===== src/rtl/knn_vote_pkg.sv =====
// knn_vote_pkg: shared defaults, FSM state encoding and counter-width helper for the KNN vote stage
package knn_vote_pkg;
  localparam int LABEL_W_DEF   = 8;
  localparam int K_DEF         = 10;
  localparam int N_CLASSES_DEF = 4;
  typedef enum logic [1:0] {
    IDLE   = 2'd0,
    COUNT  = 2'd1,
    SELECT = 2'd2,
    DONE   = 2'd3
  } state_e;
  function automatic int cnt_w(input int k);
    return $clog2(k + 1);
  endfunction
endpackage


===== src/rtl/knn_vote_tally.sv =====
// knn_vote_tally: per-class vote counters and first-seen slot registers
//   clr_i        clears counters to 0 and first-seen to K_NEIGHBOURS
//   inc_i        counts one vote for inc_label_i seen at slot inc_idx_i (out-of-range labels match no class)
//   rd_class_i   selects the class shown on rd_votes_o / rd_first_o
module knn_vote_tally #(
  parameter int LABEL_W      = 8,
  parameter int K_NEIGHBOURS = 10,
  parameter int N_CLASSES    = 4,
  parameter int CNT_W        = 4,
  parameter int CLS_W        = 2
) (
  input  logic               clk,
  input  logic               rst,
  input  logic               clr_i,
  input  logic               inc_i,
  input  logic [LABEL_W-1:0] inc_label_i,
  input  logic [CNT_W-1:0]   inc_idx_i,
  input  logic [CLS_W-1:0]   rd_class_i,
  output logic [CNT_W-1:0]   rd_votes_o,
  output logic [CNT_W-1:0]   rd_first_o
);
  logic [CNT_W-1:0] votes_q [N_CLASSES];
  logic [CNT_W-1:0] first_q [N_CLASSES];
  always_ff @(posedge clk)
    for (int c = 0; c < N_CLASSES; c++)
      if (!rst || clr_i) begin
        votes_q[c] <= '0;
        first_q[c] <= CNT_W'(K_NEIGHBOURS);
      end else if (inc_i && inc_label_i == LABEL_W'(c)) begin
        votes_q[c] <= votes_q[c] + CNT_W'(1);
        if (votes_q[c] == '0) first_q[c] <= inc_idx_i;
      end
  assign rd_votes_o = votes_q[rd_class_i];
  assign rd_first_o = first_q[rd_class_i];
endmodule


===== src/rtl/knn_vote.sv =====
// knn_vote: majority vote over a sorted K-nearest label list, ties to the class whose nearest member ranks closest
//   in_valid/in_ready/in_labels/in_count   label list handshake (slot 0 nearest)
//   out_valid/out_ready                    result handshake, outputs held until accepted
//   out_label/out_votes/out_err            winning class, its vote count, no-legal-vote flag
module knn_vote import knn_vote_pkg::*; #(
  parameter int LABEL_W      = LABEL_W_DEF,
  parameter int K_NEIGHBOURS = K_DEF,
  parameter int N_CLASSES    = N_CLASSES_DEF,
  parameter int CNT_W        = cnt_w(K_NEIGHBOURS)
) (
  input  logic                            clk,
  input  logic                            rst,
  input  logic                            in_valid,
  output logic                            in_ready,
  input  logic [K_NEIGHBOURS*LABEL_W-1:0] in_labels,
  input  logic [CNT_W-1:0]                in_count,
  output logic                            out_valid,
  input  logic                            out_ready,
  output logic [LABEL_W-1:0]              out_label,
  output logic [CNT_W-1:0]                out_votes,
  output logic                            out_err
);
  localparam int CLS_W = N_CLASSES > 1 ? $clog2(N_CLASSES) : 1;
  localparam logic [CNT_W-1:0] K_CNT = CNT_W'(K_NEIGHBOURS);
  localparam logic [CLS_W-1:0] LAST_CLS = CLS_W'(N_CLASSES - 1);
  state_e state_q, state_d;
  logic [K_NEIGHBOURS*LABEL_W-1:0] labels_q, labels_d;
  logic [CNT_W-1:0] count_q, count_d, idx_q, idx_d;
  logic [CLS_W-1:0] cls_q, cls_d;
  logic [CNT_W-1:0] best_votes_q, best_votes_d, best_first_q, best_first_d;
  logic [LABEL_W-1:0] best_label_q, best_label_d;
  logic out_valid_q, out_valid_d, out_err_q, out_err_d;
  logic [LABEL_W-1:0] out_label_q, out_label_d;
  logic [CNT_W-1:0] out_votes_q, out_votes_d;
  logic accept, tally_inc, better;
  logic [CNT_W-1:0] rd_votes, rd_first;
  assign in_ready  = state_q == IDLE;
  assign accept    = in_valid && in_ready;
  assign tally_inc = state_q == COUNT && idx_q < count_q;
  // equal vote counts only displace the current best when this class reached the list earlier
  assign better = rd_votes > best_votes_q ||
                  (rd_votes == best_votes_q && rd_votes != '0 && rd_first < best_first_q);
  knn_vote_tally #(
    .LABEL_W(LABEL_W), .K_NEIGHBOURS(K_NEIGHBOURS), .N_CLASSES(N_CLASSES),
    .CNT_W(CNT_W), .CLS_W(CLS_W)
  ) u_tally (
    .clk(clk), .rst(rst), .clr_i(accept), .inc_i(tally_inc),
    .inc_label_i(labels_q[LABEL_W-1:0]), .inc_idx_i(idx_q), .rd_class_i(cls_q),
    .rd_votes_o(rd_votes), .rd_first_o(rd_first)
  );
  always_comb begin
    state_d      = state_q;
    labels_d     = labels_q;
    count_d      = count_q;
    idx_d        = idx_q;
    cls_d        = cls_q;
    best_votes_d = best_votes_q;
    best_label_d = best_label_q;
    best_first_d = best_first_q;
    out_valid_d  = out_valid_q;
    out_label_d  = out_label_q;
    out_votes_d  = out_votes_q;
    out_err_d    = out_err_q;
    case (state_q)
      IDLE: if (accept) begin
        labels_d     = in_labels;
        count_d      = in_count > K_CNT ? K_CNT : in_count;
        idx_d        = '0;
        cls_d        = '0;
        best_votes_d = '0;
        best_label_d = '0;
        best_first_d = K_CNT;
        state_d      = COUNT;
      end
      COUNT: begin
        // the current slot always sits in the low field; shift the next one down
        labels_d = labels_q >> LABEL_W;
        idx_d    = idx_q + CNT_W'(1);
        if (count_q == '0 || idx_q + CNT_W'(1) == count_q) state_d = SELECT;
      end
      SELECT: begin
        if (better) begin
          best_votes_d = rd_votes;
          best_first_d = rd_first;
          best_label_d = LABEL_W'(cls_q);
        end
        cls_d = cls_q + CLS_W'(1);
        if (cls_q == LAST_CLS) state_d = DONE;
      end
      DONE: begin
        // first DONE cycle registers the result from the finished scan
        if (!out_valid_q) begin
          out_valid_d = 1'b1;
          out_label_d = best_label_q;
          out_votes_d = best_votes_q;
          out_err_d   = best_votes_q == '0;
        end else if (out_ready) begin
          out_valid_d = 1'b0;
          state_d     = IDLE;
        end
      end
      default: state_d = IDLE;
    endcase
  end
  always_ff @(posedge clk)
    if (!rst) begin
      state_q      <= IDLE;
      labels_q     <= '0;
      count_q      <= '0;
      idx_q        <= '0;
      cls_q        <= '0;
      best_votes_q <= '0;
      best_label_q <= '0;
      best_first_q <= K_CNT;
      out_valid_q  <= 1'b0;
      out_label_q  <= '0;
      out_votes_q  <= '0;
      out_err_q    <= 1'b0;
    end else begin
      state_q      <= state_d;
      labels_q     <= labels_d;
      count_q      <= count_d;
      idx_q        <= idx_d;
      cls_q        <= cls_d;
      best_votes_q <= best_votes_d;
      best_label_q <= best_label_d;
      best_first_q <= best_first_d;
      out_valid_q  <= out_valid_d;
      out_label_q  <= out_label_d;
      out_votes_q  <= out_votes_d;
      out_err_q    <= out_err_d;
    end
  assign out_valid = out_valid_q;
  assign out_label = out_label_q;
  assign out_votes = out_votes_q;
  assign out_err   = out_err_q;
endmodule


===== config.mk =====
export PLATFORM = sky130hd
export DESIGN_NAME = knn_vote
export DESIGN_NICKNAME = d
export VERILOG_FILES = /design/src/rtl/knn_vote_pkg.sv /design/src/rtl/knn_vote_tally.sv /design/src/rtl/knn_vote.sv
export SDC_FILE = /design/constraint.sdc
export NUM_CORES = 1
export LEC_CHECK = 0
export CAP_MARGIN = 20
export CORE_MARGIN = 8
export CORE_UTILIZATION = 49
export CTS_CLUSTER_DIAMETER = 50
export DETAILED_ROUTE_END_ITERATION = 7
export GPL_ROUTABILITY_DRIVEN = 0
export PLACE_DENSITY = 0.72
export SLEW_MARGIN = 5
export SYNTH_ARGS = -nofsm -noshare
export SYNTH_HDL_FRONTEND = slang
export SYNTH_SLANG_ARGS = --single-unit

===== constraint.sdc =====
create_clock -name clk -period 2.8 [get_ports clk]
set_input_delay 0.56 -clock clk [delete_from_list [all_inputs] [get_ports clk]]
set_output_delay 0.56 -clock clk [all_outputs]
set_load 0.02 [all_outputs]

-- Yosys cells after proc, flatten, opt, wreduce, memory -nomap -nowiden
Memories as Yosys holds them, arrays and structs flattened. A register that Yosys moved wholly into a read port is not among the register bits.
Index checks and enable logic that the tools add are counted.
- flip-flop bits (word level): 122
- word-level logic and storage cells: 142
- RAM bits: 32
- memories kept: 2
- output and inout bits: 15
- memory list (name ; words ; width ; rd ports ; clocked after memory_dff ; write ports ; RTL line ; RTL):
    u_tally.first_q ; 4 ; 4 ; 1 ; 1 ; 4 ; knn_vote_tally.sv:23 ; logic [CNT_W-1:0] first_q [N_CLASSES];
    u_tally.votes_q ; 4 ; 4 ; 5 ; 1 ; 4 ; knn_vote_tally.sv:22 ; logic [CNT_W-1:0] votes_q [N_CLASSES];
- equal/unequal tests: 15
- reduce and logical (&&, ||, !) cells: 29
- bitwise logic cells: 9
- add/sub/neg operators: 6
- magnitude comparators: 4
- mux-type cells: 65
- operators by type and width (cell ; number):
    $pmux 80 s2 ; 1
    $mux 80 ; 1
    $mux 4 ; 13
    $mux 1 ; 32
    $logic_not 4->1 ; 6
    $pmux 4 s2 ; 3
    $add 4x1->4 const B ; 5
    $mux 2 ; 10
    $eq 8x2->1 const B ; 2
    $mux 8 ; 2
    $pmux 8 s2 ; 1
    $eq 4x4->1 ; 2
    $eq 8x1->1 const B ; 1
    $logic_and 1x1->1 ; 8
    $logic_not 8->1 ; 1
    $lt 4x4->1 ; 2
    $ne 2x2->1 const B ; 4
    $or 1x1->1 ; 8
    $pmux 2 s4 ; 1
    $reduce_and 2->1 ; 4
    $eq 2x2->1 const B ; 3
    $reduce_and 5->1 ; 1
    $gt 4x4->1 ; 1
    $gt 4x4->1 const B ; 1
    11 further kinds ; 15

-- Depth between registers and ports, before layout
Gate-level depths: netlist (run 1).
- depth in word-level cells: 7
- gate-level depth with buffers: 10
- mapped depth without buffers: 8

-- Cells and area by module
From an unflattened synthesis (run 1), not the netlist that was laid out.
- cell total of the unflattened synthesis: 691
- area total of the unflattened synthesis: 7200.7 um2
- modules (own cells, without submodules) (module ; instances ; area an instance (um2) ; cells an instance):
    knn_vote ; 1 ; 5382.7 ; 548
    knn_vote_tally ; 1 ; 1818.0 ; 143

-- Least setup slack after synthesis (run 1)
Ideal clock, no wire load.
- path type: flip-flop to flip-flop
- start point: register (tool-made name)
- end point: register best_first_q[0]
- required time: 2.682 ns
- data arrival time: 2.524 ns
- setup time: 0.118 ns
- buffers on the path: 2
- cell stages (with the launch flop): 8
- setup slack: 0.158 ns
- path through: dfxtp_1 clkbuf_1 mux4_1 ha_1 a2111oi_0 nand4b_2 buf_6 a32o_1
- RTL lines (item ; RTL line ; RTL):
    to (signal assigned) ; knn_vote.sv:127 ; best_first_q <= best_first_d;
    to (decl) ; knn_vote.sv:30 ; logic [CNT_W-1:0] best_votes_q, best_votes_d, best_first_q, best_first_d;

==> results of run 1 <==
## worst max-delay path: cells and delay by family, from the launching register on
| kind | cells | cell delay, ns |
|---|---|---|
| compound gates | 2 | 0.69 |
| buf+inv | 1 | 0.22 |
| fa+ha+maj | 1 | 0.32 |
| simple gates | 2 | 0.32 |
| flops | 1 | 0.40 |
| mux | 1 | 0.55 |
## registers in the layout, indices dropped and copies added, names as in the netlist, 4 cells and up, named ones only
signal / flops
best_first_q: 4
count_q: 4
u_tally.first_q: 16
u_tally.votes_q: 16
labels_q: 80
idx_q: 4
best_votes_q: 4
out_votes: 4
## what timing repair did
item | CTS | global route
endpoints found under the setup margin | 0 | 10
buffers inserted | 0 | 0
gates resized for setup | 0 | 2
## worst max-delay path by stage
stage,startpoint,cells after the start,endpoint
after floorplan,flop,7,best_first_q[0]
after global placement,flop,7,best_votes_q[3]
after detailed placement,flop,7,best_label_q[1]
after CTS,flop,7,best_votes_q[0]
after global routing,flop,8,best_first_q[2]
final,flop,7,best_first_q[2]
## area by class of cell
class / count / area, um^2 / share of cell area
repair buffers: 118 / 1189 / 0.1378
multi-input cells: 451 / 3297 / 0.3822
clock buffers: 23 / 520.5 / 0.06033
inverters: 31 / 116.4 / 0.01349
flip-flops and latches: 144 / 3204 / 0.3714
well taps: 180 / 225.2 / 0.02611
clock inverters: 9 / 75.07 / 0.008702
## routing by layer
| layer | share of wire | global-route usage | up-vias |
|---|---|---|---|
| met5 | 0 | 0 | - |
| met4 | 0.017 | 0.06613 | 0 |
| met3 | 0.052 | 0.05460 | 17 |
| met2 | 0.49 | 0.2951 | 131 |
| met1 | 0.44 | 0.2198 | 2383 |
| li1 | - | - | 2611 |
## power breakdown
| part | leakage [nW] | total (W) | internal, W | switching [W] |
|---|---|---|---|---|
| sequential | 1.24 | 0.00326 | 0.00284 | 0.000424 |
| combinational | 1.73 | 0.00333 | 0.00147 | 0.00186 |
| clock | 0.303 | 0.00224 | 0.00139 | 0.000854 |
| total | 3.27 | 0.00883 | 0.00570 | 0.00314 |
## placed cells by master (no fill, tap or decap), drive strengths merged, types with 7 or more instances in the layout
| cell type | count |
|---|---|
| a211oi | 74 |
| a21oi | 8 |
| a22oi | 9 |
| a32o | 8 |
| buf | 22 |
| clkbuf | 23 |
| clkdlybuf4s50 | 96 |
| clkinv | 7 |
| dfxtp | 112 |
| edfxtp | 32 |
| ha | 25 |
| inv | 32 |
| mux2i | 83 |
| mux4 | 8 |
| nand2 | 23 |
| nand3 | 12 |
| nand4 | 8 |
| nor2 | 124 |
| o21ai | 9 |
| or3 | 8 |
## kinds of logic (layout without fill, tap and decap cells)
group / count (synthesis) / after routing / share of synthesized area
AND/OR/NAND/NOR: 193 / 193 / 0.1237
flip-flops: 144 / 144 / 0.4677
AO/OA/AOI/OAI: 123 / 123 / 0.1361
multiplexers: 91 / 91 / 0.1509
buffers and inverters: 83 / 181 / 0.05681
adder cells (fa/ha/maj): 25 / 25 / 0.04567
XOR/XNOR: 13 / 13 / 0.01863
other: 1 / 6 / 0.0005475
## stage by stage
| step | utilization | cell area, um^2 |
|---|---|---|
| floorplan | - | 6868 |
| global placement | 0.5829 | 8029 |
| detailed placement | 0.5829 | 8029 |
| CTS | 0.6262 | 8625 |
| global route | 0.6264 | 8627 |
| finish | 0.6264 | 8627 |
==> summary.md, run 1 <==
| Metric | Value |
|---|---|
| Slew margin rel. | `0.4894` |
| Die height | `134.2 um` |
| Pin count of the biggest net entering global routing | `98` |
| Critical path class | `reg2reg` |
| Leakage | `3.274 nW` |
| Num ports | `103` |
| Tmin final | `2.628 ns` |
| Slew of the pin with the lowest slew margin | `0.7643 ns` |
| Remaining global-route overflow | `0` |
| RSZ-0062 raised after global routing | `no` |
| Top_reg_cell synth | `dfxtp_1` |
| Drt wl/cell | `16.64 um` |
| Routed WL | `15910 um` |
| Fill cells | `1150` |
| Area contributors post-synth | `dfxtp_1 (33%), edfxtp_1 (14%), mux2i_1 (12%), a211oi_1 (8.1%), nor2_1 (6.8%)` |
| Hold_sp | `out_votes[1]` |
| Post-layout nets | `876` |
| Max-cap violation count | `0` |
| Starting Density | `0.4973` |
| Clock buffer depth | `2` |
| CP required | `3.11 ns` |
| Synthesis-to-finish area growth | `25.96%` |
| Distinct cells, synth | `47` |
| Placement Setup Slack | `0.03308 ns` |
| Clock skew | `0.01238 ns` |
| VDD IR max | `0.6489 mV` |
| Worst-path clk slew | `0.06 ns` |
| Layout Cells excl Fill | `956` |
| Yosys top cell area share | `0.3274` |
| Setup WS post-layout | `0.1719 ns` |
| Clk sinks | `144` |
| Post-Place Cells | `924` |
| CTS Buf Count | `17` |
| DRT Pass-1 Iters | `4` |
| Fin crit share | `0.9386` |
| Final setup TNS | `0 ns` |
| Yosys warning count | `0` |
| Row count | `43` |
| Die W | `134.2 um` |
| CP startpoint kind | `flop` |
| Dominant cell by count in the synthesized netlist | `nor2_1` |
| Syn Inst Count | `673` |
| Status | `complete, no violations` |
| Post-synth ARST share | `0` |
| FF-to-FF setup slack | `0.17 ns` |
| DRC | `0` |
| Fmax | `380.5 MHz` |
| FF-to-FF End | `best_first_q[2]` |
| Avg Inst Size Synth | `10.18 um^2` |
| Synth cell count leaders | `nor2_1 (124), dfxtp_1 (112), mux2i_1 (83)` |
| WP data arrival | `2.94 ns` |
| #FFs+latches synth | `144` |
| Mapped Area | `6849 um^2` |
| Max-slew violation count | `0` |
| Buffers on Ports | `96` |
| Yosys top cell by area | `dfxtp_1` |
| Number of flops mapped to enable cells by yosys | `32` |
| Global-route wire length before repair | `26110 um` |
| Vias in the first global route | `5243` |
| Hold_buf cts | `0` |
| Dpl hpwl | `11580 um` |
| Antenna violations before repair | `0` |
| Hold Path Sink | `out_votes[1]` |
| CTS Root Cell | `clkbuf_16` |
| CP Cell Sequence | `mux4_2 > ha_1 > nand3_1 > a2111oi_1 > nand4b_2 > buf_4 > a32o_1` |
| Power Total | `0.008833 W` |
| Final setup viols | `0` |
| Seq/Total Area, Yosys | `0.4677` |
| Core ar. | `13770 um^2` |
| Antenna Cells | `0` |
| HP Class | `reg2reg` |
| Slowest stage delay, CP | `0.55 ns` |
| Vias | `5142` |
| Worst reg-to-reg path cell count | `7` |
| Vias per Instance | `5.379` |
| CTS tree | `done` |
| Die footprint | `18020 um^2` |
| Worst path slowest cell | `mux4_2` |
| Pwr Density | `1024 nW/um^2` |
| Final Hold Viols | `0` |
| Worst-Skew Late Latency | `0.43 ns` |
| Hold Path Stages | `2` |
| Starting DRT DRC Count | `374` |
| CP Capture Type | `flop` |
| WHS | `0.4939 ns` |
| GRT Total Usage | `0.1806` |
| Share of layout cells above drive strength 1 | `0.07990` |
| DRT antenna net count | `0` |
| Max H-tree Level | `4` |
| Worst-path fanout max | `10` |
No activity file was read; power rests on OpenSTA's default activity.
==> run 2: changes to the inputs <==
--- a/config.mk
+++ b/config.mk
@@ -5,6 +5,7 @@
 export SDC_FILE = /design/constraint.sdc
 export NUM_CORES = 1
 export LEC_CHECK = 0
+export ABC_CLOCK_PERIOD_IN_PS = 2800
 export CAP_MARGIN = 20
 export CORE_MARGIN = 8
 export CORE_UTILIZATION = 49
==> results of run 2 <==
No change in the layout: final DEF, timing and power equal those of run 1.
